`config.mk`:
```
export PLATFORM = sky130hd
export DESIGN_NAME = fetch_stage
export DESIGN_NICKNAME = d
export VERILOG_FILES = /design/src/rtl/cpu_pkg.sv /design/src/rtl/if_dec_register.sv /design/src/rtl/fetch_stage.sv
export SDC_FILE = /design/constraint.sdc
export NUM_CORES = 1
export LEC_CHECK = 0
export BUFFER_PORTS_ARGS = -buffer_cell sky130_fd_sc_hd__buf_4
export CELL_PAD_IN_SITES_DETAIL_PLACEMENT = 1
export CELL_PAD_IN_SITES_GLOBAL_PLACEMENT = 2
export CORE_MARGIN = 5
export CORE_UTILIZATION = 29
export CTS_CLUSTER_DIAMETER = 40
export DETAILED_ROUTE_END_ITERATION = 10
export PLACE_DENSITY = 0.92
export REMOVE_ABC_BUFFERS = 1
export SLEW_MARGIN = 20
export SYNTH_ARGS = -nofsm -noshare
export SYNTH_HDL_FRONTEND = slang
export SYNTH_SLANG_ARGS = --single-unit
```
`constraint.sdc`:
```
create_clock -name clock_i -period 5.71 [get_ports clock_i]
set_input_delay 1.142 -clock clock_i [delete_from_list [all_inputs] [get_ports clock_i]]
set_output_delay 1.142 -clock clock_i [all_outputs]
set_load 0.01 [all_outputs]
```
`src/rtl/cpu_pkg.sv`:
```
`default_nettype none
// ============================================================================
// Module      : cpu_pkg
// Description : Shared widths, NOP encoding and fetch state encoding.
// Revision    : 1.0 - initial release
// ============================================================================
package cpu_pkg;

    localparam int          NB_PC     = 32;
    localparam int          NB_INSTR  = 32;
    localparam logic [31:0] NOP_INSTR = 32'h0;

    typedef enum logic [1:0] {
        RUN       = 2'd0,
        HALTED    = 2'd1,
        STEP_WAIT = 2'd2
    } fetch_state_e;

endpackage
`default_nettype wire

```
`src/rtl/if_dec_register.sv`:
```
`default_nettype none
// ============================================================================
// Module      : if_dec_register
// Description : IF/ID pipeline register with flush (bubble), load and hold.
// Revision    : 1.0 - initial release
// ============================================================================
module if_dec_register #(
    parameter int NB_PC    = cpu_pkg::NB_PC,
    parameter int NB_INSTR = cpu_pkg::NB_INSTR
) (
    input  logic                clk,
    input  logic                rst,
    input  logic                i_flush,
    input  logic                i_load,
    input  logic [NB_INSTR-1:0] i_instr,
    input  logic [NB_PC-1:0]    i_pc_plus4,
    output logic [NB_INSTR-1:0] o_instr,
    output logic [NB_PC-1:0]    o_pc_plus4,
    output logic                o_valid
);
    import cpu_pkg::*;

    logic [NB_INSTR-1:0] r_instr;
    logic [NB_PC-1:0]    r_pc_plus4;
    logic                r_valid;

    // Flush wins over load so a wrong-path fetch never enters decode.
    always_ff @(posedge clk) begin
        if (rst || i_flush) begin
            r_instr    <= NB_INSTR'(NOP_INSTR);
            r_pc_plus4 <= '0;
            r_valid    <= 1'b0;
        end else if (i_load) begin
            r_instr    <= i_instr;
            r_pc_plus4 <= i_pc_plus4;
            r_valid    <= 1'b1;
        end
    end

    assign o_instr    = r_instr;
    assign o_pc_plus4 = r_pc_plus4;
    assign o_valid    = r_valid;

endmodule
`default_nettype wire

```
`src/rtl/fetch_stage.sv`:
```
`default_nettype none
// ============================================================================
// Module      : fetch_stage
// Description : MIPS instruction fetch: PC, sync imem address, IF/ID register,
//               stall/redirect/halt handling. Optional single-step support
//               when FETCH_STEP_EN is defined.
// Revision    : 1.0 - initial release
// ============================================================================
module fetch_stage #(
    parameter int               NB_PC        = cpu_pkg::NB_PC,
    parameter int               NB_INSTR     = cpu_pkg::NB_INSTR,
    parameter int               NB_IMEM_ADDR = 10,
    parameter logic [NB_PC-1:0] RESET_PC     = '0
) (
    input  logic                    clock_i,
    input  logic                    reset_i,
    input  logic                    pc_write_i,
    input  logic                    if_dec_write_i,
    input  logic                    redirect_i,
    input  logic [NB_PC-1:0]        redirect_pc_i,
    input  logic                    halt_i,
`ifdef FETCH_STEP_EN
    input  logic                    step_mode_i,
    input  logic                    step_i,
`endif
    output logic [NB_IMEM_ADDR-1:0] imem_addr_o,
    input  logic [NB_INSTR-1:0]     imem_data_i,
    output logic [NB_INSTR-1:0]     if_dec_instr_o,
    output logic [NB_PC-1:0]        if_dec_pc_plus4_o,
    output logic                    if_dec_valid_o,
    output logic [NB_PC-1:0]        pc_o,
    output logic                    halted_o
);
    import cpu_pkg::*;

    fetch_state_e     r_state;
    logic             r_halted;
    logic [NB_PC-1:0] r_pc;
    logic [NB_PC-1:0] w_pc_plus4;
    logic [NB_PC-1:0] w_next_pc;
    logic             w_stop;
    logic             w_advance;
    logic             w_flush;
    logic             w_load;

    assign w_pc_plus4 = r_pc + NB_PC'(4);
    assign w_stop     = r_halted || halt_i;

`ifdef FETCH_STEP_EN
    assign w_advance = ((r_state == RUN) && !step_mode_i) || step_i;
`else
    assign w_advance = 1'b1;
`endif

    always_comb begin
        w_next_pc = w_pc_plus4;
        if (reset_i) begin
            w_next_pc = RESET_PC;
        end else if (redirect_i) begin
            w_next_pc = redirect_pc_i;
        end else if (w_stop || !pc_write_i || !w_advance) begin
            w_next_pc = r_pc;
        end
    end

    // A hazard hold of IF/ID outranks a step-wait bubble so a stalled ID
    // instruction is never dropped.
    assign w_flush = redirect_i || w_stop || (if_dec_write_i && !w_advance);
    assign w_load  = if_dec_write_i && w_advance;

    always_ff @(posedge clock_i) begin
        if (reset_i) begin
            r_pc <= RESET_PC;
        end else begin
            r_pc <= w_next_pc;
        end
    end

    always_ff @(posedge clock_i) begin
        if (reset_i) begin
            r_state  <= RUN;
            r_halted <= 1'b0;
        end else begin
            case (r_state)
                RUN, STEP_WAIT: begin
                    if (halt_i && !redirect_i) begin
                        r_state  <= HALTED;
                        r_halted <= 1'b1;
                    end
`ifdef FETCH_STEP_EN
                    else if (step_mode_i) begin
                        r_state <= STEP_WAIT;
                    end else begin
                        r_state <= RUN;
                    end
`endif
                end
                HALTED: begin
                    r_halted <= 1'b1;
                end
                default: begin
                    r_state  <= RUN;
                    r_halted <= 1'b0;
                end
            endcase
        end
    end

    if_dec_register #(
        .NB_PC    (NB_PC),
        .NB_INSTR (NB_INSTR)
    ) u_if_dec_register (
        .clk        (clock_i),
        .rst        (reset_i),
        .i_flush    (w_flush),
        .i_load     (w_load),
        .i_instr    (imem_data_i),
        .i_pc_plus4 (w_pc_plus4),
        .o_instr    (if_dec_instr_o),
        .o_pc_plus4 (if_dec_pc_plus4_o),
        .o_valid    (if_dec_valid_o)
    );

    assign imem_addr_o = w_next_pc[NB_IMEM_ADDR+1:2];
    assign pc_o        = r_pc;
    assign halted_o    = r_halted;

endmodule
`default_nettype wire

```
Word level (Yosys, flattened, before mapping):

Index checks and enable logic that the tools add are counted.

* output and inout port bits: 108
* word-level logic and storage cells: 30
* bits in registers: 100
* bits of input ports: 70

* multiplexer cells: 7
* add/subtract/negate cells: 1
* bitwise logic cells: 1
* reduce and logical (&&, ||, !) cells: 10
* equal/unequal tests: 4

Operators by type and width (number)
* $mux 32: 2
* $add 32x3->32 const B: 1
* $mux 12: 1
* $logic_or 1x1->1: 4
* $ne 2x2->1 const B: 2
* $pmux 2 s2: 1
* $eq 2x1->1 const B: 1
* $eq 2x2->1 const B: 1
* $logic_not 1->1: 2
* $logic_not 2->1: 1
* $mux 2: 1
* $pmux 1 s2: 1
* $reduce_and 2->1: 1
* $reduce_or 2->1: 1
* $logic_and 1x1->1: 1
* $mux 1: 1
* $not 1->1: 1

Depth between registers and ports, before layout:

Gate-level depths: netlist of the first run.

* word-level depth: 5
* mapped depth: 7
* depth with buffers taken out: 6

Cells and area by module:

Synthesis of the first run repeated with hierarchy kept, for this count alone.

* cells, all modules: 544
* area total of the unflattened synthesis: 4894.7 um2

By module, submodules not included
* fetch_stage: sequential area each 680.7 um2, instances 1, cells an instance 334, area each 2555.0 um2
* if_dec_register: sequential area each 1301.2 um2, instances 1, cells an instance 210, area each 2339.7 um2

Least setup slack after synthesis of the first run:

OpenSTA, ideal clock, no wires.

* path kind: input to output
* from: in halt_i
* to: out imem_addr_o[4]
* cell stages on the path: 5
* setup slack: 1.998 ns
* data required time: 4.568 ns
* arrival: 2.570 ns
* path buffers: 1
* path through: or3b_2 buf_2 or2_2 xor2_1 a211oi_1

* longest elaborated chain between the ends: 5

RTL lines
* start, declared: line fetch_stage.sv:21 `input logic halt_i,`
* $logic_or 1x1->1: line fetch_stage.sv:47 `assign w_stop = r_halted || halt_i;`
* $logic_or 1x1->1: line fetch_stage.sv:61 `end else if (w_stop || !pc_write_i || !w_advance) begin`
* $mux 32: line fetch_stage.sv:61
* $mux 32: line fetch_stage.sv:59 `end else if (redirect_i) begin`
* $mux 12: line fetch_stage.sv:57 `if (reset_i) begin`
* end, declared: line fetch_stage.sv:26 `output logic [NB_IMEM_ADDR-1:0] imem_addr_o,`

Every way passes these cells. The select of a mux whose other input is x is not followed.

Worst setup path after layout of the first run:

* from: in halt_i
* to: out imem_addr_o[9]

Same word-level chain as after synthesis.

==> summary by stage, run 1 <==
Status
The run finished with clean final reports.

Timing
The final worst-path cycle share is 0.718. The max-slew violation count is 0. Static timing analysis puts the maximum clock frequency at approximately 0.24 GHz. Setup repair after global routing left no endpoint under its margin. The number of setup violations in the final report is 0.

The count of endpoints failing hold in the final timing report came to 0. For the final routed database, the setup TNS stands at 0 ns. For the finished layout, the period the worst path requires is 4.10 ns. Clock skew on the completed layout was measured at around 0.0037 ns. At the pin with the least slew margin, the transition time is about 1 ns. The normalized max-slew margin is 0.333.

Power
The power density of the placed cells is ~260 nW/µm². Summed over all cells, the static leakage comes to 2.65 nW. VDD sags by at most approximately 0.11 mV. The cell internal power dissipation is about 1.2 mW. The switching share of power is 0.256. The combinational power share is 0.124. The net switching power is 412 µW. The share of total power in the clock network is 0.412. The share of total power dissipated in sequential elements is 0.464.

Routing
After detailed routing, the number of vias per cell comes to just under 5. The average wire length per cell after detail routing is 17.8 µm. For this run, design rule violations remaining after detail routing come to 0. The detail route stage leaves a number of antenna-violating nets equal to 0. For this run, the detailed router's first-pass iteration total came to 4. After detailed routing, the total wire length is between 15,000 and 20,000 µm. The total via count after detailed routing is 4,193. The iteration-0 DRC count of the detailed router is 203.

Critical path
The worst register-to-register path begins at pc_o[4]. Following the worst setup path forward leads to its endpoint at imem_addr_o[9]. Tracing the worst setup path back leads to its startpoint at halt_i. STA classifies the critical path startpoint as an input port.

The largest fanout on the critical path is 18. The required arrival time at the worst endpoint is approximately 4.6 ns. The classification of the worst setup path is in -> out. The endpoint arrival time on the critical path is ~3 ns. The category of the worst setup path capture point is an output port. The worst register-to-register path has a depth of 6. The endpoint of the most critical register-to-register path is pc_o[27]. The worst-case register-to-register setup slack is roughly 3.4 ns.

Global routing
The number of global-route vias before repair is roughly 4,500. The number of antenna violations at the first check in global routing was 0. The pin count of the biggest net entering global routing is 54.

The most congested layer reported by global routing is met2. The total congestion overflow after global routing is 0. The first global-routing pass estimated about 24,000 µm of wire. The global routing usage on met3 is 0.0395.

The routing usage on met1 is 0.199. For this run, global-route usage on met2 was measured as 0.294. For this run, the total global-route usage over all layers was measured as 0.167.

Synthesis
In this run, distinct cell masters in the synthesized netlist total 37. The most repeated cell in the gate-level netlist after synthesis is sky130_fd_sc_hd__dfxtp_1. The area of the mapped netlist is between 4000 and 5000 µm².

The cell type contributing the most total cell area after synthesis is sky130_fd_sc_hd__dfxtp_1. The leading register cell type out of synthesis is sky130_fd_sc_hd__dfxtp_1. In this run, synthesis produced a sequential element count of between 90 and 100. By area the synthesized netlist is led by sky130_fd_sc_hd__dfxtp_1 45%, sky130_fd_sc_hd__mux2i_1 9.1%, sky130_fd_sc_hd__xor2_1 7.4%. Of all flip-flops after synthesis, the portion carrying an async set or reset was 0.

After synthesis, the mean cell area works out to slightly below 9 µm². The commonest cells after synthesis are 99 x sky130_fd_sc_hd__dfxtp_1, 81 x sky130_fd_sc_hd__nor2_1, 40 x sky130_fd_sc_hd__a21oi_1, 40 x sky130_fd_sc_hd__mux2i_1, 37 x sky130_fd_sc_hd__xor2_1. Synthesis produced roughly 500 cells.

The fraction of post-synthesis cell area in the top cell type by area is 0.452. The share of synthesized area occupied by flip-flops and latches is 0.452. The number of synthesized flops with an enable pin is 0. The number of synthesis warnings is 0.

Clocking
The register clock-pin slew on the reported worst setup and hold paths is 0.07 ns. The clock passes through at most 2 buffers. The root buffer cell chosen for the clock tree is sky130_fd_sc_hd__clkbuf_16. Counting every sink on the clock net gives slightly below 100. The post-CTS setup buffer count is 0. The clock tree from TritonCTS is built.

After clock tree synthesis, the repair step resized 0 gates. The depth of the CTS H-tree is 3. The number of clock buffers added by TritonCTS is 9. The clock reaches the later pin of the worst-skew pair after ~0.35 ns. The total of hold buffers inserted after clock tree synthesis is 0.

Die
The total die area is ~18,000 µm². The die boundary width is around 130 µm. The number of placement rows is 45. The die is between 100 and 150 µm tall. The floorplan step defined a core boundary enclosing around 15,000 µm². The initial standard-cell utilization of the core is 0.292. between 150 and 200 I/O pins were placed.

Layout
The combined flip-flop and latch cell area is about 2000 µm². The filler cells instantiated in the layout total 1,735. 0 antenna diodes ended up in the layout. The net count of the finished layout is ~720. Excluding fillers, the count of instances in the completed layout stands at 846. The multi-input combinational cells in the finished layout cover a total of 2240 µm². The area growth from synthesis to layout is 40.1%.

The fraction of layout instances using a drive strength above 1 is 0.315.

Placement
The final RePlAce weighted congestion is roughly 0.78. Input and output buffers added on the ports amount to around 180. After detailed placement, the design holds a cell count of 830. The detailed placement HPWL is between 10,000 and 15,000 µm.

Worst hold path
The path category of the worst min-delay check is reg -> reg.

Run
Across the run, the number of max-cap violations was 0.
[power by group through the flow]
stage	Combinational, mW	Clock, mW	Sequential (mW)
4_1_cts	0.204	0.683	0.748
6_report	0.200	0.664	0.748
3_5_place_dp	0.203	0	0.764
2_1_floorplan	0.0712	0	0.765
3_3_place_gp	0.198	0	0.762
5_1_grt	0.219	0.707	0.752
[critical path: stages]
cell and delay, ns:
sky130_fd_sc_hd__buf_4 0.13, sky130_fd_sc_hd__or3b_2 0.67, sky130_fd_sc_hd__nor4_1 0.40, sky130_fd_sc_hd__xor2_1 0.18
sky130_fd_sc_hd__nand2_1 0.09, sky130_fd_sc_hd__a21oi_1 0.20, sky130_fd_sc_hd__buf_4 0.14
[area by class of cell]
class | instances | area share
inverters | 4 | 0.00244
clock buffers | 10 | 0.0372
repair buffers | 181 | 0.221
multi-input cells | 358 | 0.364
well taps | 188 | 0.0383
flip-flops and latches | 99 | 0.322
clock inverters | 6 | 0.0147
[logic make-up (layout without fill, tap and decap cells)]
kind of cell	Yosys count	in the layout	share of synthesized area
AND/OR/NAND/NOR	174	174	0.192
flip-flops	99	99	0.452
AO/OA/AOI/OAI	94	94	0.123
XOR/XNOR	49	49	0.0978
buffers and inverters	44	201	0.0413
multiplexers	40	40	0.0912
adder cells (fa/ha/maj)	1	1	0.00285
[placed cells by master (no fill, tap or decap), types with 12 or more instances in the layout]
cell type / netlist / final
sky130_fd_sc_hd__dfxtp_1: 99 / 99
sky130_fd_sc_hd__a211oi_1: 22 / 22
sky130_fd_sc_hd__a21oi_1: 40 / 40
sky130_fd_sc_hd__mux2i_1: 40 / 40
sky130_fd_sc_hd__buf_4: 3 / 181
sky130_fd_sc_hd__nand4_1: 15 / 15
sky130_fd_sc_hd__nand3_1: 17 / 17
sky130_fd_sc_hd__nor2_1: 81 / 81
sky130_fd_sc_hd__xor2_1: 37 / 37
sky130_fd_sc_hd__xnor2_1: 12 / 12
sky130_fd_sc_hd__nand2_1: 28 / 28
sky130_fd_sc_hd__o21ai_0: 24 / 24
[layer usage]
layer | part of all wire | vias to the layer above
li1 | - | 2050
met5 | 0 | -
met2 | 0.51 | 107
met3 | 0.059 | 14
met1 | 0.42 | 2022
met4 | 0.014 | 0
[worst min-delay path by stage]
stage	depth (start not counted)	to	startpoint	slack (ns)
3_5_place_dp	2	r_state[0]	r_state[0]	0.46
6_report	2	r_state[0]	r_state[0]	0.47
2_1_floorplan	2	r_state[0]	r_state[0]	0.42
4_1_cts	2	r_state[0]	r_state[0]	0.47
5_1_grt	2	r_state[0]	r_state[0]	0.49
3_3_place_gp	2	r_state[0]	r_state[0]	0.45
[registers in the layout, indices dropped and copies added, names as in the netlist]
signal	cells
r_state	1
halted_o	1
u_if_dec_register.o_pc_plus4	32
u_if_dec_register.o_instr	32
pc_o	32
u_if_dec_register.o_valid	1
[metrics by stage]
stage | utilization | setup WS [ns] | total power [mW] | hold WS [ns] | instance area [µm²]
after floorplan | - | 1.97 | 0.837 | 0.424 | 4220
after global placement | 0.388 | 1.63 | 0.960 | 0.447 | 5830
after detailed placement | 0.388 | 1.60 | 0.967 | 0.457 | 5830
after CTS | 0.409 | 1.59 | 1.64 | 0.473 | 6150
after global routing | 0.409 | 1.49 | 1.68 | 0.493 | 6150
final | 0.409 | 1.61 | 1.61 | 0.465 | 6150
Note: power is estimated with default switching activity, not from simulation.
==> inputs of run 2 (changes only) <==
--- a/config.mk
+++ b/config.mk
@@ -9,10 +9,10 @@
 export CELL_PAD_IN_SITES_DETAIL_PLACEMENT = 1
 export CELL_PAD_IN_SITES_GLOBAL_PLACEMENT = 2
 export CORE_MARGIN = 5
-export CORE_UTILIZATION = 29
+export CORE_UTILIZATION = 27
 export CTS_CLUSTER_DIAMETER = 40
 export DETAILED_ROUTE_END_ITERATION = 10
-export PLACE_DENSITY = 0.92
+export PLACE_DENSITY = 0.87
 export REMOVE_ABC_BUFFERS = 1
 export SLEW_MARGIN = 20
 export SYNTH_ARGS = -nofsm -noshare
==> constraint.sdc (replaced) <==
create_clock -name clock_i -period 3.78 [get_ports clock_i]
set_input_delay 0.756 -clock clock_i [delete_from_list [all_inputs] [get_ports clock_i]]
set_output_delay 0.756 -clock clock_i [all_outputs]
set_load 0.01 [all_outputs]
==> summary by stage, run 2 (synthesized netlist as in run 1, its figures left out) <==
Layout
The area of all placed cells without fillers is 6250 µm² (+1.6%). Leaving out fill and tap cells, the most frequent cells in the layout are 183 x sky130_fd_sc_hd__buf_4, 99 x sky130_fd_sc_hd__dfxtp_1, 81 x sky130_fd_sc_hd__nor2_1. The area growth from synthesis to layout is 42.3%. The combined flip-flop and latch cell area is 1980 µm² (unchanged). The library cell used most frequently in the layout, excluding fill and tap cells, is sky130_fd_sc_hd__buf_4. The final net count was 727 (+0.41%). The total area of multi-input combinational cells is 2240 µm² (unchanged).

The fraction of layout instances using a drive strength above 1 is 0.319 (+0.00462). The number of fill cells in the layout came to 1,904 (+9.7%). The antenna diode count is 0 (unchanged). The final standard cell utilization of the core is 0.392 (-0.0171).

Critical path
The signal on the critical path passes through buf_4 -> or3b_2 -> nor4_1 -> xor2_1 -> nand2_1 -> a21oi_1 -> buf_4. The length in cells of the worst reg-to-reg path was 5 (-1). The required arrival time at the worst endpoint is 3.02 ns (-1.55 ns). STA classifies the critical path endpoint as an output port. The worst-case register-to-register setup slack was 1.23 ns (-2.13 ns).

The largest fanout on the critical path is 18 (unchanged). The critical path's slowest cell is sky130_fd_sc_hd__or3b_2. The classification of the worst setup path is in -> out. The highest cell delay on the worst timing path came to 0.68 ns (about the same). The source of the worst register-to-register timing path is pc_o[5]. The cell type with the highest occurrence count on the critical path is sky130_fd_sc_hd__buf_4.

The startpoint kind of the worst setup timing path is an input port. In this run the critical register-to-register path is captured at pc_o[27]. The endpoint arrival time on the critical path is 2.56 ns (-0.40 ns).

Global routing
The wire length of the first global-routing pass is 24,100 µm (+1.3%). The total congestion overflow after global routing came to 0 (unchanged). The pin count of the biggest net entering global routing is 57 (+5.6%).

The total routing resource utilization after global routing was 0.163 (-0.00391). The number of global-route vias before repair is 4,561 (+1.9%). The number of antenna violations at the first check in global routing is 0 (unchanged). The met2 usage is 0.280 (-0.0142).

The global routing stage identified its most utilized layer as met2. The routing usage on met1 was 0.201 (+0.00265). The global routing usage on met3 is 0.0336 (-0.00594).

Timing
The transition time of the tightest slew-check pin is 0.920 ns (-0.0773 ns). The final worst-path cycle share is 0.876. Setup repair after global routing left no endpoint under its margin. The final worst slack is 0.468 ns (-1.14 ns). The setup TNS is 0 ns (unchanged).

The number of setup violations in the final report was 0 (unchanged). The final critical path time including I/O delays and setup is 3.31 ns. The final clock skew is 0.00678 ns (+0.00312 ns). The maximum clock rate is between 0.3 and 0.4 GHz. The count of endpoints failing hold in the final timing report is 0 (unchanged).

The max-slew violation count is 0 (unchanged). The normalized max-slew margin came to 0.382 (+0.0497).

Routing
The post-route antenna net violation count came to 0 (unchanged). The vias per cell is 4.80 (-3.2%). The iteration-0 DRC count of the detailed router is 177 (-13%). The number of iterations in the first detailed-routing pass is 4 (unchanged). The total via count after detailed routing came to 4,209 (+0.38%). The routed wire length is 15,300 µm (+2.2%). The average wire length per cell after detail routing is 17.5 µm (-1.5%).

The final routed DRC violation total is 0 (unchanged).

Placement
The detailed placement HPWL is 11,300 µm (+2.4%). The final RePlAce weighted congestion is 0.754 (-3.7%). The post-placement setup slack is 0.465 ns (-1.14 ns). The post-place instance area is 5900 µm² (+1.2%). The total of buffers placed on input and output ports is 177 (unchanged).

Run
The max-cap check violation count is 0 (unchanged).

Worst hold path
The worst min-delay path endpoint is u_if_dec_register.o_valid. The launch point of the worst hold path is u_if_dec_register.o_valid. The path category of the worst min-delay check is reg -> reg. The cell depth of the worst hold path is 2 (unchanged).

Die
The initial standard-cell utilization of the core is 0.275 (-0.0167). The vertical die dimension is 138 µm (+3.4%). The die boundary width is 138 µm (+3.4%).

The number of placement rows is 46 (+2.2%). The core box area is 15,900 µm² (+6.1%). The total die area came to 18,900 µm² (+6.8%). The boundary pin count is 178 (unchanged).

Power
The total leakage power was 2.67 nW (+1.1%). The maximum vdd ir drop is 0.204 mV (+85%). The power density of the placed cells came to 404 nW/µm² (+54%).

Clocking
The count of cells resized by post-cts repair was 0 (unchanged). The clock insertion delay at the later pin of the skew report is 0.35 ns (about the same). The number of clock sinks is 99 (unchanged). The clock tree buffer depth is 2 (unchanged). The total CTS buffers is 9 (unchanged). The total of hold buffers inserted after clock tree synthesis is 0 (unchanged). The post-CTS setup buffer count is 0 (unchanged). The depth of the CTS H-tree was 3 (unchanged).

The register clock-pin slew on the reported worst setup and hold paths is 0.07 ns (about the same). The cell sitting at the root of the clock tree is a sky130_fd_sc_hd__clkbuf_16. The clock tree from TritonCTS is built.

Status
The flow ran to the end, and the final reports show no timing, DRC or antenna violations.
run 2: final cells by class:
class / count / share of cell area
Timing Repair Buffer: 184 / 0.223
Tap cell: 216 / 0.0433
Sequential cell: 99 / 0.317
Multi-Input combinational cell: 358 / 0.358
Clock buffer: 9 / 0.0361
Inverter: 4 / 0.00240
Clock inverter: 7 / 0.0196
run 2: per-layer routing:
metal / wire [µm] / vias up / share of wire
met2: 7710 / 97 / 0.50
met5: 0 / - / 0
met1: 6550 / 2042 / 0.43
met4: 236 / 0 / 0.015
met3: 851 / 15 / 0.055
li1: - / 2055 / -
run 2: worst max-delay path by stage:
stage / end / cells after the start / start / slack (ns)
floorplan: imem_addr_o[5] / 4 / pc_write_i / 0.81
global placement: imem_addr_o[9] / 7 / halt_i / 0.48
detailed placement: imem_addr_o[9] / 7 / halt_i / 0.47
CTS: imem_addr_o[9] / 7 / halt_i / 0.46
global route: imem_addr_o[7] / 7 / halt_i / 0.34
finish: imem_addr_o[9] / 7 / halt_i / 0.47
run 2: worst max-delay path, delay by kind of cell:
| family | cells | cell delay [ns] |
|---|---|---|
| buffers and inverters | 2 | 0.27 |
| and+or+nand+nor | 3 | 1.19 |
| AOI/OAI and AO/OA | 1 | 0.16 |
| xor gates and xnor gates | 1 | 0.17 |
run 2: power breakdown:
group,leakage [nW],switching (mW),internal [mW]
Clock,0.163,0.436,0.652
Combinational,1.70,0.151,0.155
Sequential,0.807,0.0512,1.08
run 2: metrics by stage:
stage | hold slack (ns) | power (mW) | instances
after detailed placement | 0.458 | 1.46 | 861
after CTS | 0.478 | 2.56 | 877
final | 0.470 | 2.52 | 877
after global placement | 0.444 | 1.45 | 861
after global routing | 0.527 | 2.63 | 877
after floorplan | 0.424 | 1.26 | 461
